===== src/rtl/bp_cce_msg_buffer_mc_pkg.sv =====
// Shared types for the CCE multi-channel message buffer.
package bp_me_pkg;

  typedef enum logic {
    e_buf_ready_valid = 1'b0,
    e_buf_credit      = 1'b1
  } bp_cce_buf_mode_e;

endpackage


===== src/rtl/bp_cce_msg_buffer_mc_chan.sv =====
// One channel of the CCE message buffer: circular storage, pointers, count, credit and overflow.
// Optional same-cycle bypass of an empty channel under `BP_CCE_BUF_BYPASS_EN`.
module bp_cce_buf_chan
  import bp_me_pkg::*;
#(
  parameter int width_p       = 64,
  parameter int els_p         = 2,
  parameter int credit_mode_p = 0,
  parameter int cnt_width_lp  = $clog2(els_p+1)
) (
  input  logic                    clk_i,
  input  logic                    reset_n_i,
  input  logic [width_p-1:0]      data_i,
  input  logic                    v_i,
  output logic                    ready_o,
  output logic                    credit_o,
  output logic [width_p-1:0]      data_o,
  output logic                    v_o,
  input  logic                    yumi_i,
  output logic [cnt_width_lp-1:0] count_o,
  output logic                    overflow_o
);

  localparam int                      ptr_width_lp = $clog2(els_p);
  localparam logic [ptr_width_lp-1:0] last_ptr_lp  = ptr_width_lp'(els_p - 1);
  localparam logic [cnt_width_lp-1:0] full_cnt_lp  = cnt_width_lp'(els_p);
  localparam bit credit_en_lp = (credit_mode_p == int'(e_buf_credit));

  logic [width_p-1:0]      r_mem [els_p];
  logic [ptr_width_lp-1:0] r_rptr;
  logic [ptr_width_lp-1:0] r_wptr;
  logic [cnt_width_lp-1:0] r_count;
  logic                    r_credit;
  logic                    r_overflow;

  logic w_full;
  logic w_empty;
  logic w_accept;
  logic w_byp;
  logic w_deq;
  logic w_rd;
  logic w_wr;

  assign w_full   = (r_count == full_cnt_lp);
  assign w_empty  = (r_count == '0);
  // ready and the credit-mode full check share one source: the registered count
  assign w_accept = v_i & ~w_full;

`ifdef BP_CCE_BUF_BYPASS_EN
  assign w_byp  = w_empty & w_accept;
  assign v_o    = ~w_empty | w_byp;
  assign data_o = w_empty ? data_i : r_mem[r_rptr];
`else
  assign w_byp  = 1'b0;
  assign v_o    = ~w_empty;
  assign data_o = r_mem[r_rptr];
`endif

  assign w_deq = yumi_i & v_o;
  // a bypassed message that is consumed at once never touches storage
  assign w_rd  = w_deq & ~w_empty;
  assign w_wr  = w_accept & ~(w_byp & yumi_i);

  assign ready_o    = ~w_full;
  assign credit_o   = r_credit;
  assign count_o    = r_count;
  assign overflow_o = r_overflow;

  always_ff @(posedge clk_i) begin
    if (w_wr) r_mem[r_wptr] <= data_i;
  end

  always_ff @(posedge clk_i) begin
    if (!reset_n_i) begin
      r_rptr     <= '0;
      r_wptr     <= '0;
      r_count    <= '0;
      r_credit   <= 1'b0;
      r_overflow <= 1'b0;
    end else begin
      if (w_wr) r_wptr <= (r_wptr == last_ptr_lp) ? '0 : r_wptr + 1'b1;
      if (w_rd) r_rptr <= (r_rptr == last_ptr_lp) ? '0 : r_rptr + 1'b1;
      if (w_wr && !w_rd)      r_count <= r_count + 1'b1;
      else if (w_rd && !w_wr) r_count <= r_count - 1'b1;
      r_credit <= credit_en_lp & w_deq;
      if (credit_en_lp && v_i && w_full) r_overflow <= 1'b1;
    end
  end

  a_yumi_needs_valid: assert property (@(posedge clk_i) disable iff (!reset_n_i) yumi_i |-> v_o);

endmodule


===== src/rtl/bp_cce_msg_buffer_mc.sv =====
// Multi-channel CCE ingress buffer: num_chan_p independent FIFOs, ready&valid or credit inputs.
// Same-cycle bypass of empty channels is enabled by `BP_CCE_BUF_BYPASS_EN`.
module bp_cce_msg_buffer_mc
  import bp_me_pkg::*;
#(
  parameter int num_chan_p    = 4,
  parameter int width_p       = 64,
  parameter int els_p         = 2,
  parameter int credit_mode_p = 0,
  parameter int cnt_width_lp  = $clog2(els_p+1)
) (
  input  logic                               clk_i,
  input  logic                               reset_n_i,
  input  logic [num_chan_p*width_p-1:0]      data_i,
  input  logic [num_chan_p-1:0]              v_i,
  output logic [num_chan_p-1:0]              ready_o,
  output logic [num_chan_p-1:0]              credit_o,
  output logic [num_chan_p*width_p-1:0]      data_o,
  output logic [num_chan_p-1:0]              v_o,
  input  logic [num_chan_p-1:0]              yumi_i,
  output logic [num_chan_p*cnt_width_lp-1:0] count_o,
  output logic [num_chan_p-1:0]              overflow_o
);

  for (genvar c = 0; c < num_chan_p; c++) begin : g_chan
    bp_cce_buf_chan #(
      .width_p      (width_p),
      .els_p        (els_p),
      .credit_mode_p(credit_mode_p),
      .cnt_width_lp (cnt_width_lp)
    ) u_chan (
      .clk_i     (clk_i),
      .reset_n_i (reset_n_i),
      .data_i    (data_i[c*width_p +: width_p]),
      .v_i       (v_i[c]),
      .ready_o   (ready_o[c]),
      .credit_o  (credit_o[c]),
      .data_o    (data_o[c*width_p +: width_p]),
      .v_o       (v_o[c]),
      .yumi_i    (yumi_i[c]),
      .count_o   (count_o[c*cnt_width_lp +: cnt_width_lp]),
      .overflow_o(overflow_o[c])
    );
  end

endmodule


===== config.mk =====
export PLATFORM = sky130hd
export DESIGN_NAME = bp_cce_msg_buffer_mc
export DESIGN_NICKNAME = d
export VERILOG_FILES = /design/src/rtl/bp_cce_msg_buffer_mc_pkg.sv /design/src/rtl/bp_cce_msg_buffer_mc_chan.sv /design/src/rtl/bp_cce_msg_buffer_mc.sv
export SDC_FILE = /design/constraint.sdc
export NUM_CORES = 1
export LEC_CHECK = 0
export CORE_AREA = 2 2 316 162
export CTS_CLUSTER_SIZE = 25
export DETAILED_ROUTE_END_ITERATION = 10
export DIE_AREA = 0 0 318 164
export PLACE_DENSITY_LB_ADDON = 0.05
export SYNTH_ARGS = -nofsm -noshare
export SYNTH_HDL_FRONTEND = slang
export SYNTH_SLANG_ARGS = --single-unit

===== constraint.sdc =====
create_clock -name clk_i -period 3.4 [get_ports clk_i]
set_clock_uncertainty 0.05 [all_clocks]
set_input_delay 0.85 -clock clk_i [delete_from_list [all_inputs] [get_ports clk_i]]
set_output_delay 0.85 -clock clk_i [all_outputs]
set_load 0.05 [all_outputs]

==> results_dict.tcl <==
set metrics [dict create \
    status "finished, final reports clean" \
    period_share_pct 97.3 \
    num-fill-cells 3891 \
    grt.overflow.total 0 \
    dpl.cell_count 2099 \
    design.die.area_um2 52200 \
    io_pins 546 \
    arrival_ns 2.41 \
    die_width_um 318 \
    worstMarginPinSlew_ns 0.632 \
    post_synth_num_cell_types 20 \
    worst_path_max_delay_cell "sky130_fd_sc_hd__clkdlybuf4s50_1" \
    synthDominantCellAreaShare_pct 78.9 \
    antenna_left 0 \
    max_slew_violation_count 0 \
    dr.pass1.iters 6 \
    clock_tree.root_cell "sky130_fd_sc_hd__clkbuf_16" \
    largest_cells_by_area_after_synthesis "sky130_fd_sc_hd__edfxtp_1 79%, sky130_fd_sc_hd__mux2_2 15%, sky130_fd_sc_hd__dfxtp_1 2.1%" \
    post_drt_via_cell_ratio 4.62 \
    area_growth_syn_to_layout_pct 40.3 \
    port-buffer-count 537 \
    cts-htree-levels 2 \
    synth-edff-count 512 \
    cts-root-to-sink-buffers 3 \
    synth_commonest_cells "512 x sky130_fd_sc_hd__edfxtp_1, 256 x sky130_fd_sc_hd__mux2_2, 40 x sky130_fd_sc_hd__buf_4, 20 x sky130_fd_sc_hd__dfxtp_1" \
    detailedPlacementHpwl_mm 31.1 \
    netlist_area_um2 19500 \
    area.sequential_um2 15800 \
    critical-path-max-stage-delay_ns 0.70 \
    cts_tree "yes" \
    cts_buffers 48 \
    synth_top_cell_by_area "sky130_fd_sc_hd__edfxtp_1" \
    worstSkewPairLatency_ns 0.56 \
    chipHeight_um 164 \
    synthMostInstantiatedCell "sky130_fd_sc_hd__edfxtp_1" \
    unrepaired_setup_endpoints_after_global_routing "false" \
    path_buf_inv 2 \
    cts_sinks 532 \
    crit_path_start_kind "register" \
    core.rowCount 58 \
    ys_async_sr_fraction_pct 0 \
    finalSetupViolations 0 \
    wire_per_inst_um 20.6 \
    final_hold_viol_count 0 \
    cell_chain_critical_path "buf_12 > mux2_2 > clkdlybuf4s50_1" \
    globalRouteTotalUtil_pct 16.7 \
    drc 0 \
    largest_net_degree_at_the_start_of_global_routing 65 \
    post-cts-setup-buffer-count 0 \
    cts.reportedPaths.clkPinSlew_ns 0.06 \
    hold_buffers 0 \
    multi_input_area_um2 3390 \
    p_per_area_nw_per_um2 824 \
    globalplace.congestion 0.797 \
    fin_nets 1759 \
    cts_repair_resize_count 10 \
    worst_slack_ns 0.0907 \
    wirelength_mm 45.2 \
    grt_antenna_before_repair 1 \
    timing.critical_path.required_ns 2.50 \
    first_pass_grt_wire_length_mm 64.8 \
    cp_top_family "buffers and inverters" \
    timing.setup.critical_path_class "reg -> out" \
    layout.cells.non_filler 2189 \
    path_max_fanout 63 \
    maxCapViolCount 0 \
    placement.setup.worst_slack_ns 0.457 \
    max_freq_mhz 302 \
    syn-mean-instance-area_um2 21.4 \
    setup-tns-final_ns 0 \
    fraction_of_layout_instances_using_a_drive_strength_above_1_pct 24.2 \
    leakage_nw 9.44 \
    period_needed_ns 3.31 \
    route.vias.total 10122 \
    core_outline_area_um2 49400 \
    grt_pass1_vias 10518 \
    post_synth_inst_count 912 \
    maxSlewHeadroom_pct 57.8 \
    synth.yosys.seq_area_share_pct 81.0 \
    synth.ff_latch_count 532 \
    min-delay-path-class "reg -> reg" \
    worstSetupEndpointType "output port" \
    start_util_pct 39.4 \
    initialDrtViolationCount 568 \
    yosysWarnings 0 \
    vdd_ir_drop_max_uv 367 \
    synth_ff_type "sky130_fd_sc_hd__edfxtp_1" \
    final_core_util_pct 55.3 \
]
==> metrics by stage <==
step | hold WS (ns) | power (mW) | instance area (um^2)
finish | 0.453 | 22.5 | 27300
global placement | 0.436 | 17.6 | 25800
floorplan | 0.422 | 14.6 | 19500
global route | 0.490 | 23.4 | 27300
detailed placement | 0.444 | 17.7 | 25800
CTS | 0.461 | 22.9 | 27300
==> state kept, by name (all words and copies together) (netlist names), named ones only <==
signal	flops
g_chan.u_chan.r_wptr	4
g_chan.u_chan.r_rptr	4
g_chan.u_chan.count_o	8
g_chan.u_chan.r_mem	512
==> worst min-delay path, cell delays in order, from the launching register on <==
cell,delay [ns]
sky130_fd_sc_hd__dfxtp_1,0.32
sky130_fd_sc_hd__xor2_1,0.07
sky130_fd_sc_hd__nor2_1,0.07
==> layer usage <==
layer,part of all wire (%),track usage (%),up-vias
li1,-,-,4732
met1,39,19.8,5070
met2,53,30.0,254
met3,5.6,4.50,66
met4,2.3,4.81,0
met5,0,0,-
==> power breakdown <==
part | internal [mW] | switching [mW] | total (mW)
logic | 3.25 | 5.69 | 8.94
clock network | 2.80 | 2.31 | 5.11
registers | 8.19 | 0.296 | 8.49
==> layout by cell type (no fill, tap or decap), types with 12 or more instances in the layout <==
| master | instances |
|---|---|
| sky130_fd_sc_hd__clkbuf_16 | 49 |
| sky130_fd_sc_hd__buf_4 | 13 |
| sky130_fd_sc_hd__nor2_1 | 12 |
| sky130_fd_sc_hd__xor2_1 | 12 |
| sky130_fd_sc_hd__clkinv_1 | 13 |
| sky130_fd_sc_hd__clkdlybuf4s50_1 | 500 |
| sky130_fd_sc_hd__dlymetal6s2s_1 | 28 |
| sky130_fd_sc_hd__mux2_2 | 256 |
| sky130_fd_sc_hd__buf_12 | 16 |
| sky130_fd_sc_hd__edfxtp_1 | 512 |
| sky130_fd_sc_hd__dfxtp_1 | 16 |
==> final cells by class <==
type / instances / share of cell area, %
Multi-Input combinational cell: 336 / 12.4
Clock buffer: 60 / 4.64
Sequential cell: 532 / 57.8
Timing Repair Buffer: 566 / 21.4
Inverter: 5 / 0.0687
Clock inverter: 28 / 0.673
Tap cell: 660 / 3.02
Antenna cell: 2 / 0.0183
==> worst paths after layout <==
kind	startpoint	to	slack (ns)	cells past startpoint
max	register	data_o[115]	0.09	3
min	g_chan[2].u_chan.r_rptr	register	0.45	2
max reg2reg	g_chan[3].u_chan.count_o[0]	g_chan[3].u_chan.r_mem[1][1]	1.48	3
min reg2reg	g_chan[2].u_chan.r_rptr	register	0.45	2
==> kinds of logic (layout without fill, tap and decap cells) <==
group / after synthesis / in the layout / share of synthesized area, %
flip-flops: 532 / 532 / 81.0
multiplexers: 256 / 256 / 14.8
buffers and inverters: 51 / 659 / 1.78
AND/OR/NAND/NOR: 36 / 36 / 1.03
AO/OA/AOI/OAI: 20 / 20 / 0.617
XOR/XNOR: 12 / 12 / 0.539
adder cells (fa/ha/maj): 4 / 4 / 0.257
other: 1 / 10 / 0.0192
No activity file was read; power rests on OpenSTA's default activity.
